[src/rtl/disp_pkg.sv]
// Shared types and constants for the product display scanner.
package disp_pkg;

    typedef enum logic [1:0] {
        IDLE,
        CONVERT,
        UPDATE
    } conv_state_t;

    localparam logic [6:0] SEG_BLANK = 7'b1111111;
    localparam logic [6:0] SEG_MINUS = 7'b0111111;
    localparam logic [6:0] SEG_ERR   = 7'b0000110;

    // An 8-bit magnitude needs one double-dabble step per bit
    localparam int unsigned DD_STEPS = 8;

    // Double-dabble correction: add 3 to every BCD nibble that is >= 5
    function automatic logic [11:0] dd_adjust(input logic [11:0] bcd);
        logic [11:0] r;
        r = bcd;
        for (int i = 0; i < 3; i++) begin
            if (r[i*4 +: 4] >= 4'd5) begin
                r[i*4 +: 4] = r[i*4 +: 4] + 4'd3;
            end
        end
        return r;
    endfunction

endpackage

[src/rtl/seg7_digit_decoder.sv]
// Generic BCD digit to active-low 7-segment pattern {g,f,e,d,c,b,a}.
module seg7_digit_decoder
    import disp_pkg::*;
(
    input  logic [3:0] bcd_i,
    input  logic       blank_i,
    output logic [6:0] seg_o
);

    // Blank wins over the digit value; non-decimal codes show an error glyph
    always_comb begin
        seg_o = SEG_ERR;
        if (blank_i) begin
            seg_o = SEG_BLANK;
        end else begin
            case (bcd_i)
                4'd0:    seg_o = 7'b1000000;
                4'd1:    seg_o = 7'b1111001;
                4'd2:    seg_o = 7'b0100100;
                4'd3:    seg_o = 7'b0110000;
                4'd4:    seg_o = 7'b0011001;
                4'd5:    seg_o = 7'b0010010;
                4'd6:    seg_o = 7'b0000010;
                4'd7:    seg_o = 7'b1111000;
                4'd8:    seg_o = 7'b0000000;
                4'd9:    seg_o = 7'b0011000;
                default: seg_o = SEG_ERR;
            endcase
        end
    end

endmodule

[src/rtl/product_display_scanner.sv]
// Signed product -> sign/H/T/U via sequential double-dabble, then a
// time-multiplexed four-digit 7-segment scan with registered pin outputs.
module product_display_scanner
    import disp_pkg::*;
#(
    parameter int REFRESH_DIV = 100000
) (
    input  logic       clk,
    input  logic       rst_n,
    input  logic [7:0] product_i,
    input  logic       valid_i,
    output logic       busy_o,
    output logic [6:0] seg_o,
    output logic [3:0] an_o,
    output logic       dp_o
);

    localparam int CNT_W = (REFRESH_DIV > 1) ? $clog2(REFRESH_DIV) : 1;
    localparam logic [CNT_W-1:0] CNT_LAST = CNT_W'(REFRESH_DIV - 1);

    conv_state_t      state_q, state_d;
    logic             sign_q, sign_d;
    // {BCD[11:0], binary[7:0]} shifted left as one register
    logic [19:0]      dd_q, dd_d;
    logic [2:0]       step_q, step_d;

    // Display registers: only rewritten when a conversion completes
    logic [3:0]       units_q, units_d;
    logic [3:0]       tens_q, tens_d;
    logic [3:0]       hund_q, hund_d;
    logic             tens_blank_q, tens_blank_d;
    logic             hund_blank_q, hund_blank_d;
    logic             neg_q, neg_d;

    logic [CNT_W-1:0] cnt_q, cnt_d;
    logic [1:0]       idx_q, idx_d;
    logic [6:0]       seg_q, seg_d;
    logic [3:0]       an_q, an_d;

    logic [7:0]       mag;
    logic [19:0]      dd_adj;
    logic [3:0]       cur_bcd;
    logic             cur_blank;
    logic [6:0]       dec_seg;

    // |product| fits 8 unsigned bits: 8'h80 negates to itself, which reads as 128
    assign mag    = product_i[7] ? (~product_i + 8'd1) : product_i;
    assign dd_adj = {dd_adjust(dd_q[19:8]), dd_q[7:0]};

    // Conversion FSM and display register load
    always_comb begin
        state_d      = state_q;
        sign_d       = sign_q;
        dd_d         = dd_q;
        step_d       = step_q;
        units_d      = units_q;
        tens_d       = tens_q;
        hund_d       = hund_q;
        tens_blank_d = tens_blank_q;
        hund_blank_d = hund_blank_q;
        neg_d        = neg_q;
        case (state_q)
            IDLE: begin
                if (valid_i) begin
                    sign_d  = product_i[7];
                    dd_d    = {12'd0, mag};
                    step_d  = 3'd0;
                    state_d = CONVERT;
                end
            end
            CONVERT: begin
                dd_d   = {dd_adj[18:0], 1'b0};
                step_d = step_q + 3'd1;
                if (step_q == 3'(DD_STEPS - 1)) begin
                    state_d = UPDATE;
                end
            end
            UPDATE: begin
                hund_d       = dd_q[19:16];
                tens_d       = dd_q[15:12];
                units_d      = dd_q[11:8];
                hund_blank_d = (dd_q[19:16] == 4'd0);
                tens_blank_d = (dd_q[19:12] == 8'd0);
                // A zero magnitude never shows a minus
                neg_d        = sign_q && (dd_q[19:8] != 12'd0);
                state_d      = IDLE;
            end
            default: state_d = IDLE;
        endcase
    end

    // Refresh counter, digit select and the pattern for the selected digit
    always_comb begin
        cnt_d = cnt_q + CNT_W'(1);
        idx_d = idx_q;
        if (cnt_q == CNT_LAST) begin
            cnt_d = '0;
            idx_d = idx_q + 2'd1;
        end
        cur_bcd   = units_q;
        cur_blank = 1'b0;
        case (idx_q)
            2'd1: begin cur_bcd = tens_q; cur_blank = tens_blank_q; end
            2'd2: begin cur_bcd = hund_q; cur_blank = hund_blank_q; end
            2'd3: begin cur_bcd = 4'd0;   cur_blank = 1'b1;         end
            default: ;
        endcase
        seg_d = (idx_q == 2'd3) ? (neg_q ? SEG_MINUS : SEG_BLANK) : dec_seg;
        an_d  = ~(4'b0001 << idx_q);
    end

    seg7_digit_decoder u_dec (
        .bcd_i   (cur_bcd),
        .blank_i (cur_blank),
        .seg_o   (dec_seg)
    );

    // State registers; reset aborts any conversion and shows a lone "0"
    always_ff @(posedge clk) begin
        if (!rst_n) begin
            state_q      <= IDLE;
            sign_q       <= 1'b0;
            dd_q         <= '0;
            step_q       <= '0;
            units_q      <= 4'd0;
            tens_q       <= 4'd0;
            hund_q       <= 4'd0;
            tens_blank_q <= 1'b1;
            hund_blank_q <= 1'b1;
            neg_q        <= 1'b0;
            cnt_q        <= '0;
            idx_q        <= 2'd0;
            seg_q        <= 7'b1000000;
            an_q         <= 4'b1110;
        end else begin
            state_q      <= state_d;
            sign_q       <= sign_d;
            dd_q         <= dd_d;
            step_q       <= step_d;
            units_q      <= units_d;
            tens_q       <= tens_d;
            hund_q       <= hund_d;
            tens_blank_q <= tens_blank_d;
            hund_blank_q <= hund_blank_d;
            neg_q        <= neg_d;
            cnt_q        <= cnt_d;
            idx_q        <= idx_d;
            seg_q        <= seg_d;
            an_q         <= an_d;
        end
    end

    assign busy_o = (state_q != IDLE);
    assign seg_o  = seg_q;
    assign an_o   = an_q;
    assign dp_o   = 1'b1;

endmodule

[config.mk]
export PLATFORM = sky130hd
export DESIGN_NAME = product_display_scanner
export DESIGN_NICKNAME = d
export VERILOG_FILES = /design/src/rtl/disp_pkg.sv /design/src/rtl/seg7_digit_decoder.sv /design/src/rtl/product_display_scanner.sv
export SDC_FILE = /design/constraint.sdc
export NUM_CORES = 1
export LEC_CHECK = 0
export ABC_AREA = 1
export CAP_MARGIN = 20
export CELL_PAD_IN_SITES_DETAIL_PLACEMENT = 1
export CELL_PAD_IN_SITES_GLOBAL_PLACEMENT = 2
export CORE_UTILIZATION = 30
export DETAILED_ROUTE_END_ITERATION = 10
export GPL_TIMING_DRIVEN = 0
export HOLD_SLACK_MARGIN = 0.08
export PLACE_DENSITY = 0.82
export RECOVER_POWER = 25
export SETUP_SLACK_MARGIN = 0.2
export SYNTH_ARGS = -nofsm -noshare
export SYNTH_HDL_FRONTEND = slang
export SYNTH_SLANG_ARGS = --single-unit
[constraint.sdc]
create_clock -name clk -period 1.81 [get_ports clk]
set_input_delay 0.362 -clock clk [delete_from_list [all_inputs] [get_ports clk]]
set_output_delay 0.362 -clock clk [all_outputs]
set_load 0.05 [all_outputs]
==> summary.md <==
| Metric | Value |
|---|---|
| Mapped Area | `3648 µm²` |
| Worst Reg-to-Reg Cells | `13` |
| Post-synth cell types | `37` |
| IO Count | `24` |
| Dpl hpwl | `approximately 7.3 mm` |
| RSZ-0062 raised after global routing | `true` |
| Synth cell count leaders | `nand2_1, dfxtp_1, inv_1` |
| Initial core utilization | `a little under a third` |
| Failing checks | `DRC` |
| TritonCTS clock tree | `done` |
| WP buf/inv | `5` |
| Worst-margin pin slew | `approximately 660 ps` |
| Vias/cell | `4.992` |
| Peak supply drop | `about 0.39 mV` |
| Ys flop type | `dfxtp_1` |
| Maximum buffer depth of the clock tree | `2` |
| Worst Slack Setup Final | `107.7 ps` |
| Hold Path Class | `flip-flop to flip-flop` |
| Row count | `39` |
| Power Total | `0.003593 W` |
| DRC viols | `2` |
| Pwr per Cell Area | `~770 nW/µm²` |
| Async S/R FF share, synth | `0%` |
| Area leader, netlist | `dfxtp_1` |
| Tmin final | `1702 ps` |
| Iter 0 DRT Violations | `~130` |
| Antenna violations before repair | `0` |
| Top cells by area, synth | `dfxtp_1, nand2_1, ha_1, a21oi_1, inv_1` |
| Non-filler cells, final | `709` |
| GR peak layer | `met2` |
| Mapped Cells | `between 500 and 600` |
| RePlAce Congestion | `0.7610` |
| Nets | `just under 600` |
| Setup_tns | `0 ps` |
| DIE HEIGHT | `112.3 µm` |
| Placed cells | `a little under 700` |
| Max Clk Rate | `between 500 and 600 MHz` |
| Share of the cycle needed by the critical path after routing | `between 90% and 100%` |
| Hold Path Sink | `cnt_q[0]$_SDFF_PP0_` |
| Critical R2R Launch | `idx_q[1]$_SDFFE_PN0N_` |
| Largest net degree at the start of global routing | `12` |
| Critical path's top delay family | `simple AND/OR/NAND/NOR gates` |
| Sequential-to-total area share from yosys stat | `between 30% and 40%` |
| Worst path most repeated cell | `nand3_2` |
| Pre-CTS setup slack | `-218.0 ps` |
| Kind of critical path | `flip-flop to flip-flop` |
| Crit-path max cell delay | `370 ps` |
| Post-synthesis register bit count | `just over 70` |
| CTS sink cnt | `approximately 70` |
| Final-report setup violation count | `0` |
| # Max-Cap Violations | `0` |
| Slew Limit Fails | `0` |
| Post-synth EDFFs | `0` |
| Met2 usage | `31.26%` |
| Startpoint type of the worst setup path | `flip-flop` |
| Most frequent cell after synthesis | `nand2_1` |
| Overall routing resource usage | `~18%` |
| ANT nets after route | `0` |
| Met1 Use GR | `between 20% and 30%` |
| Worst reg2reg endpoint | `seg_o[3]$_SDFF_PN0_` |
| H-tree Lvls | `3` |
| Hold Crit Start | `cnt_q[0]$_SDFF_PP0_` |
| WHS Path Cells | `1` |
| Yosys warns | `0` |
| Number of port buffers | `20` |
| Clock buffer count from CTS | `9` |
| Grt total ovfl | `0` |
| Synthesized Nets | `between 500 and 600` |
| Core ar. | `roughly 12000 µm²` |
| Vias | `about 3500` |
| Met3 Track Usage GR | `3.240%` |
| Synth-to-layout area growth | `28.36%` |
| Vias in the first global route | `roughly 3700` |
| Status | `finished, violations left` |
| CP max FO | `5` |
| Clock Pin Slew Worst Setup and Hold Paths | `~50 ps` |
| Leak | `roughly 1.9 nW` |
| Relative slew slack | `between 50% and 60%` |
| Worst path cell trace | `inv_6, ha_4, inv_6, or2_4, nand2_4, inv_4, ha_4, inv_2, nand3_2, nand3_2, nand3_2, nand2_1, inv_1` |
| Worst Skew | `5.785 ps` |
| TritonRoute pass-1 iters | `7` |
| Die ar. | `12610 µm²` |
| Worst-Skew Late Latency | `about 340 ps` |
| Final Hold Viols | `0` |
| Wire per inst | `~15 µm` |
| Worst R2R Setup Slack | `roughly 110 ps` |
| Die width | `around 110 µm` |
| First-pass GRT wire length | `17.77 mm` |
| CP required | `2050 ps` |
| Synth top area share | `approximately two fifths` |
| Clock Tree Root | `clkbuf_16` |
| CP max-delay cell | `dfxtp_4` |
| WL final | `between 10 and 15 mm` |
| Crit end category | `flip-flop` |
| CP Data Arrival Time | `1940 ps` |
| # diodes | `0` |
| Share of layout cells above drive strength 1 | `~16%` |
| Syn Area/Cell | `~7.1 µm²` |
## where the power goes
| group | switching [W] | internal [W] | total, W |
|---|---|---|---|
| combinational | 0.000150 | 0.0000744 | 0.000224 |
| clock | 0.000668 | 0.00110 | 0.00177 |
| sequential | 0.0000154 | 0.00159 | 0.00160 |
| total | 0.000833 | 0.00276 | 0.00359 |
## layer usage
metal | vias to the layer above | routed length [µm]
li1 | 1773 | -
met1 | 1725 | 4784
met2 | 29 | 5288
met3 | 12 | 211
met4 | 0 | 183
met5 | - | 0
## worst register-to-register path, delay by kind of cell, from the launching register on
kind / cells / cell delay, ps
flops: 1 / 370
buf+inv: 5 / 260
fa+ha+maj: 2 / 370
simple gates: 6 / 590
## cell type report
| type | instances | area (µm²) |
|---|---|---|
| Timing Repair Buffer | 36 | 325.3 |
| Clock buffer | 12 | 246.5 |
| Clock inverter | 4 | 45.04 |
| Fill cell | 1426 | 6930 |
| Sequential cell | 71 | 1431 |
| Buffer | 15 | 73.82 |
| Inverter | 65 | 260.3 |
| Tap cell | 143 | 178.9 |
| Multi-Input combinational cell | 363 | 2122 |
## timing repair
| action | 4_1_cts | 5_1_grt |
|---|---|---|
| pin swaps | 17 | 12 |
| resized for setup | 45 | 25 |
| hold buffers | 0 | 0 |
| setup endpoints to repair | 30 | 39 |
| buffers inserted | 11 | 5 |
## stage by stage
step	cell area [µm²]	hold slack [ps]	utilization, %
after floorplan	3685	417.5	-
after global placement	4064	428.1	34.99
after detailed placement	4064	443.4	34.99
after CTS	4592	387.6	39.54
after global routing	4683	438.8	40.33
final	4683	417.5	40.33
## cells in the final DEF (no fill, tap or decap), types with 4 or more instances in the layout
cell type	synthesis	layout
nand2_1	115	107
dfxtp_1	71	67
inv_1	60	55
a21oi_1	52	51
nor2_1	48	47
nand3_1	44	38
o21ai_0	25	22
ha_1	23	16
buf_4	1	13
nand4_1	11	11
dlygate4sd2_1	0	11
clkbuf_1	6	10
clkbuf_16	0	9
clkdlybuf4s50_1	0	8
nand2_4	1	7
nor3_1	7	7
ha_4	0	7
inv_2	4	5
nand2_2	3	5
nand3_2	1	5
buf_2	6	4
a22oi_1	4	4
clkinv_2	1	4
buf_6	1	4
## worst max-delay path by stage
stage | from | endpoint | slack [ps] | cells after the start
2_1_floorplan | idx_q[0]$_SDFFE_PN0N_ | seg_o[3]$_SDFF_PN0_ | 130 | 12
3_3_place_gp | idx_q[0]$_SDFFE_PN0N_ | seg_o[3]$_SDFF_PN0_ | -130 | 12
3_5_place_dp | idx_q[0]$_SDFFE_PN0N_ | seg_o[3]$_SDFF_PN0_ | -220 | 12
4_1_cts | state_q[0]$_SDFFE_PN0P_ | busy_o | 30 | 3
5_1_grt | idx_q[1]$_SDFFE_PN0N_ | seg_o[3]$_SDFF_PN0_ | 30 | 13
6_report | idx_q[1]$_SDFFE_PN0N_ | seg_o[3]$_SDFF_PN0_ | 110 | 13
## logic make-up after synthesis
family                     after synthesis  share of synthesized area (%)
xor gates and xnor gates                 4                         0.9604
buffers and inverters                   80                          8.813
adders and majority gates               23                          7.888
AOI/OAI and AO/OA                       90                          13.17
DFF                                     71                          38.96
other                                    1                         0.1028
and+or+nand+nor                        245                          30.11
## registers in the layout, summed over array words and instances (netlist names)
register and cells:
step_q 3, tens_blank_q 1, state_q 2, hund_q 4, dd_q 20, tens_q 4
sign_q 1, neg_q 1, seg_o 7, units_q 4, idx_q 2, an_o 4
cnt_q 17, hund_blank_q 1
Note: power is estimated with default switching activity, not from simulation.
